==> src/rtl/magma_round_sched_if.sv <==
// Round-function port pair between the Magma round sequencer and the
// combinational g(a0, k) = rotl11(S(a0 + k)) unit.
//   f_in  : current a0 word, sequencer -> round unit
//   f_key : current subkey, sequencer -> round unit
//   f_out : g(f_in, f_key), round unit -> sequencer
// master = sequencer side, slave = round-unit side.
interface magma_round_sched_if;
  logic [31:0] f_in;
  logic [31:0] f_key;
  logic [31:0] f_out;

  modport master (output f_in, output f_key, input f_out);
  modport slave  (input f_in, input f_key, output f_out);
endinterface

==> src/rtl/magma_round_sched.sv <==
// Magma (GOST R 34.12-2015) round sequencer: holds the 256-bit key and the
// 64-bit block state, runs 32 Feistel rounds (one per cycle, or one per step
// pulse) and orders the subkeys for encryption or decryption. The S-box/add/
// rotate round function is external and reached through f_bus.
// Ports:
//   clk, reset           : clock, synchronous active-high reset
//   key_load, key_in     : key capture pulse and key (K0 = [255:224] .. K7 = [31:0])
//   start, blk_in        : operation start pulse and input block (a1 = [63:32])
//   decrypt, step_mode   : mode bits, sampled with start
//   step                 : single-round advance pulse (step_mode only)
//   f_bus                : round-function port pair (master side)
//   busy, done           : RUN indicator, one-cycle result-valid pulse
//   rnd                  : current round index 0..31
//   blk_out              : result, held until the next done
module magma_round_sched (
  input  logic                 clk,
  input  logic                 reset,
  input  logic                 key_load,
  input  logic [255:0]         key_in,
  input  logic                 start,
  input  logic [63:0]          blk_in,
  input  logic                 decrypt,
  input  logic                 step_mode,
  input  logic                 step,
  magma_round_sched_if.master  f_bus,
  output logic                 busy,
  output logic                 done,
  output logic [4:0]           rnd,
  output logic [63:0]          blk_out
);

  typedef enum logic [0:0] {StIdle, StRun} state_e;

  state_e state_q, state_d;

  logic [255:0] key_q, key_d;
  logic [31:0]  a1_q, a1_d;
  logic [31:0]  a0_q, a0_d;
  logic         decrypt_q, decrypt_d;
  logic         step_mode_q, step_mode_d;
  logic [4:0]   rnd_q, rnd_d;
  logic         done_q, done_d;
  logic [63:0]  blk_out_q, blk_out_d;

  logic         advance;
  logic         last_round;
  logic         key_rev;
  logic [2:0]   key_idx;
  logic [31:0]  sub_k [8];
  logic [31:0]  f_xor;

  assign advance    = step_mode_q ? step : 1'b1;
  assign last_round = (rnd_q == 5'd31);
  assign f_xor      = f_bus.f_out ^ a1_q;

  // Subkey order: the descending runs (7..0) are the ascending index inverted.
  // Encrypt descends only in the last 8 rounds, decrypt in all but the first 8.
  assign key_rev = decrypt_q ? (rnd_q >= 5'd8) : (rnd_q >= 5'd24);
  assign key_idx = key_rev ? ~rnd_q[2:0] : rnd_q[2:0];

  always_comb begin
    for (int i = 0; i < 8; i++) begin
      sub_k[i] = key_q[32*(7-i) +: 32];
    end
  end

  // State register
  always_ff @(posedge clk) begin
    if (reset) begin
      state_q <= StIdle;
    end else begin
      state_q <= state_d;
    end
  end

  // Next-state logic
  always_comb begin
    state_d = state_q;
    case (state_q)
      StIdle:  if (start) state_d = StRun;
      StRun:   if (advance && last_round) state_d = StIdle;
      default: state_d = StIdle;
    endcase
  end

  // Datapath next values driven by the current state
  always_comb begin
    key_d       = key_q;
    a1_d        = a1_q;
    a0_d        = a0_q;
    decrypt_d   = decrypt_q;
    step_mode_d = step_mode_q;
    rnd_d       = rnd_q;
    blk_out_d   = blk_out_q;
    done_d      = 1'b0;
    case (state_q)
      StIdle: begin
        // The key written here is what the rounds read from E1 onward, so a
        // simultaneous key_load + start uses the new key.
        if (key_load) key_d = key_in;
        if (start) begin
          a1_d        = blk_in[63:32];
          a0_d        = blk_in[31:0];
          decrypt_d   = decrypt;
          step_mode_d = step_mode;
          rnd_d       = 5'd0;
        end
      end
      StRun: begin
        if (advance) begin
          if (last_round) begin
            // Final round has no swap.
            blk_out_d = {f_xor, a0_q};
            done_d    = 1'b1;
            rnd_d     = 5'd0;
          end else begin
            a1_d  = a0_q;
            a0_d  = f_xor;
            rnd_d = rnd_q + 5'd1;
          end
        end
      end
      default: ;
    endcase
  end

  always_ff @(posedge clk) begin
    if (reset) begin
      key_q       <= '0;
      a1_q        <= '0;
      a0_q        <= '0;
      decrypt_q   <= 1'b0;
      step_mode_q <= 1'b0;
      rnd_q       <= '0;
      done_q      <= 1'b0;
      blk_out_q   <= '0;
    end else begin
      key_q       <= key_d;
      a1_q        <= a1_d;
      a0_q        <= a0_d;
      decrypt_q   <= decrypt_d;
      step_mode_q <= step_mode_d;
      rnd_q       <= rnd_d;
      done_q      <= done_d;
      blk_out_q   <= blk_out_d;
    end
  end

  assign busy        = (state_q == StRun);
  assign done        = done_q;
  assign rnd         = rnd_q;
  assign blk_out     = blk_out_q;
  assign f_bus.f_in  = a0_q;
  assign f_bus.f_key = sub_k[key_idx];

endmodule

==> src/flat_wrapper.sv <==
// flat-port wrapper written by rule: the top's interface ports become plain ports
module magma_round_sched_flat 
  (clk, reset, key_load, key_in, start, blk_in, decrypt, step_mode, step, busy, done, rnd, blk_out, f_bus_f_in, f_bus_f_key, f_bus_f_out);
  magma_round_sched_if f_bus_i ();
  input  logic clk;
  input  logic reset;
  input  logic key_load;
  input  logic [255:0] key_in;
  input  logic start;
  input  logic [63:0] blk_in;
  input  logic decrypt;
  input  logic step_mode;
  input  logic step;
  output logic busy;
  output logic done;
  output logic [4:0] rnd;
  output logic [63:0] blk_out;
  output wire logic [$bits(f_bus_i.f_in)-1:0] f_bus_f_in;
  output wire logic [$bits(f_bus_i.f_key)-1:0] f_bus_f_key;
  input wire logic [$bits(f_bus_i.f_out)-1:0] f_bus_f_out;
  assign f_bus_f_in = f_bus_i.f_in;
  assign f_bus_f_key = f_bus_i.f_key;
  assign f_bus_i.f_out = f_bus_f_out;
  magma_round_sched u_core (.clk(clk), .reset(reset), .key_load(key_load), .key_in(key_in), .start(start), .blk_in(blk_in), .decrypt(decrypt), .step_mode(step_mode), .step(step), .f_bus(f_bus_i), .busy(busy), .done(done), .rnd(rnd), .blk_out(blk_out));
endmodule
==> config.mk <==
export PLATFORM = sky130hd
export DESIGN_NAME = magma_round_sched_flat
export DESIGN_NICKNAME = d
export VERILOG_FILES = /design/src/rtl/magma_round_sched_if.sv /design/src/rtl/magma_round_sched.sv /design/src/flat_wrapper.sv
export SDC_FILE = /design/constraint.sdc
export NUM_CORES = 1
export LEC_CHECK = 0
export BUFFER_PORTS_ARGS = -buffer_cell sky130_fd_sc_hd__buf_4
export CORE_AREA = 2 2 193 195
export DETAILED_ROUTE_END_ITERATION = 10
export DIE_AREA = 0 0 195 197
export PLACE_DENSITY = 0.77
export SLEW_MARGIN = 20
export SYNTH_ARGS = -nofsm -noshare
export SYNTH_HDL_FRONTEND = slang
export SYNTH_SLANG_ARGS = --single-unit
==> constraint.sdc <==
create_clock -name clk -period 2.34 [get_ports clk]
set_input_delay 0 -clock clk [delete_from_list [all_inputs] [get_ports clk]]
set_output_delay 0 -clock clk [all_outputs]
set_load 0.005 [all_outputs]
==> flow_summary.json <==
{
  "status": "complete, but fails checks",
  "violations": "setup timing",
  "end_kind": "output pin",
  "synth_top_cell_area_share_pct": 47.42,
  "drt_pass1_iterations": 8,
  "yosys_warnings": 0,
  "max_cap_violations": 0,
  "drt-initial-drc-count": 2109,
  "leakage_nw": 11.16,
  "ys_async_sr_fraction_pct": 0,
  "core_sq_mm": 0.03626,
  "clock_latency_ps": 580,
  "yosys_register_bits": 393,
  "pwr_density_cell_mw_per_mm2": 646.4,
  "die_h_um": 197,
  "grt_pass1_vias": 19953,
  "grt.overflow.total": 0,
  "ios": 494,
  "finalCritPeriodShare_pct": 119.8,
  "antenna_left": 0,
  "synth_top_cell_by_area": "dfxtp_1",
  "clock.fmax_mhz": 356.8,
  "path_class": "reg -> out",
  "synth_edf_count": 0,
  "relSlewSlack_pct": 59.68,
  "slew_viol_final": 0,
  "finalPower_mw": 17.20,
  "grt_use_met2_pct": 60.19,
  "crit_fanout": 8,
  "grt_pass1_wl_mm": 107.9,
  "fin_area_sq_mm": 0.02661,
  "ys_types": 39,
  "synthCells": 2080,
  "top_usage_layer": "met2",
  "syn-num-nets": 2442,
  "synthMostInstantiatedCell": "nand2_1",
  "clock_path_buffers": 3,
  "avgSynthCellArea_sq_um": 7.977,
  "worst_pin_slew_ps": 600.8,
  "wl_per_cell_um": 21.10,
  "start_util_pct": 45.76,
  "globalRouteMet1Util_pct": 39.19,
  "synth.area.top_cells": "dfxtp_1 (47%), nand2_1 (15%), a21oi_1 (9.8%)",
  "io_buffers": 493,
  "min_period_ps": 2803,
  "groute.usage.overall_pct": 35.52,
  "cp.required_ps": 2340,
  "drive_gt1_share_pct": 21.95,
  "via_per_inst": 5.787,
  "antenna_found_initial": 6,
  "clk_pin_slew_ps": 60,
  "fp-row-count": 70,
  "synthTopCellsByCount": "nand2_1 (651), dfxtp_1 (393), a21oi_1 (326)",
  "hpwl_mm": 40.30,
  "syn_to_final_growth_pct": 60.37,
  "irDropWorstVdd_v": 0.0006246,
  "cts-buffers-inserted": 43,
  "crit_path_start_kind": "flip-flop",
  "cts_tree": "yes",
  "grt_max_degree": 114,
  "wl_mm": 71.76,
  "drc": 0,
  "worstPathArrival_ps": 2800,
  "worst_hold_path_type": "in -> reg",
  "layout.nets": 3258,
  "cts.sinks": 393,
  "setup_violations": 32,
  "synth_area_sq_mm": 0.01659,
  "vias": 19682,
  "holdWs_ps": 33.84,
  "hold_violations": 0,
  "ys_seq_area_share_pct": 47.42,
  "ys.flop_type": "dfxtp_1",
  "die-area_sq_mm": 0.03842,
  "routabilityCongestion": 0.9143,
  "die_x_um": 195,
  "htree_levels": 2,
  "clock_skew_ps": 24.33,
  "setup_ws_ps": -463.1,
  "cts-root-buf": "clkbuf_16",
  "gr-usage-met3_pct": 8.932,
  "rsz0062_at_grt": "yes",
  "place_area_sq_mm": 0.02098,
  "tns_ps": -11250
}
## cell type report
type | count | area, sq um
Antenna cell | 4 | 10.01
Fill cell | 2281 | 9651
Tap cell | 468 | 585.6
Sequential cell | 393 | 7878
Clock inverter | 15 | 168.9
Clock buffer | 63 | 1241
Inverter | 34 | 127.6
Multi-Input combinational cell | 1474 | 8019
Timing Repair Buffer | 950 | 8579
## cells in the final DEF, fill, tap and decap left out, types with 3 or more instances in the layout
master           n
nor3b_1          4
a21oi_1        326
nor2_1          70
o211ai_1        32
a222oi_1        32
clkbuf_8         9
o21ai_1         36
xnor2_1         32
buf_6            3
mux2i_4          4
clkinv_2         7
clkbuf_16       45
diode_2          4
nand2b_1         3
inv_1           34
o21ai_0         29
clkbuf_1        11
a22o_1          32
dfxtp_2          5
a211oi_1        64
inv_6            3
bufinv_16        3
dfxtp_1        387
buf_4          513
o221ai_1        30
dlygate4sd3_1  399
buf_12          31
nand2_1        651
mux2i_1         96
nand3_1          3
ha_1             3
## cells by family (layout without fill, tap and decap cells)
logic type,after synthesis,in the layout,synth area share [%]
adder cells (fa/ha/maj),4,5,0.3092
AND/OR/NAND/NOR,742,742,17.12
XOR/XNOR,37,37,2.157
AO/OA/AOI/OAI,590,590,21.72
multiplexers,100,100,6.131
other,0,4,0
buffers and inverters,214,1062,5.150
flip-flops,393,393,47.42
## flip-flops by register name, indices dropped and copies added (netlist names)
signal	flops
u_core.f_bus.f_in	32
u_core.decrypt_q	1
u_core.done	1
u_core.key_q	256
u_core.a1_q	32
u_core.step_mode_q	1
u_core.busy	1
u_core.rnd	5
u_core.blk_out	64
## per-stage QoR
stage | setup slack [ps] | std cells | util [%]
floorplan | 289.2 | 2080 | -
global placement | 53.15 | 2909 | 57.87
detailed placement | 31.10 | 2909 | 57.87
CTS | -436.8 | 3391 | 72.98
global route | -495.5 | 3401 | 73.39
finish | -463.1 | 3401 | 73.39
## critical path, cell delays in order, from the launching register on
cell and delay (ps):
dfxtp_2 340, maj3_4 430, mux2i_4 210, buf_12 140, buf_12 140, o21ai_2 60
a22o_1 200, a222oi_1 490, buf_4 210
## routing by layer
layer | share of wire, % | vias up
met5 | 0.036 | -
met4 | 7.2 | 4
met3 | 10 | 383
met2 | 48 | 1460
met1 | 35 | 9086
li1 | - | 8749
## final timing paths
path / start / endpoint / slack (ps) / cells past startpoint
hold reg to reg: u_core.key_q[125]$_SDFFE_PP0P_ / u_core.key_q[125]$_SDFFE_PP0P_ / 450 / 2
setup / recovery: u_core.decrypt_q$_SDFFE_PP0P_ / f_bus_f_key[28] / -460 / 8
setup reg to reg: u_core.rnd[0]$_SDFFE_PP0P_ / u_core.a1_q[7]$_SDFFE_PP0P_ / 140 / 7
hold / removal: key_load / u_core.key_q[37]$_SDFFE_PP0P_ / 30 / 5
## report_power, final
group	total [mW]	internal, mW	switching (mW)
clock	6.84	4.02	2.82
sequential	7.36	7.06	0.296
combinational	3.00	1.56	1.45
## what timing repair did
| action | in CTS | in global routing |
|---|---|---|
| pin swaps | 3 | 21 |
| setup endpoints to repair | 32 | 62 |
| resized for setup | 8 | 14 |
| buffers inserted | 3 | 5 |
| cloned | 2 | 2 |
| endpoints found under the hold margin | 370 | 0 |
| hold buffers | 399 | 0 |
Power figures use the tool's default switching activity.
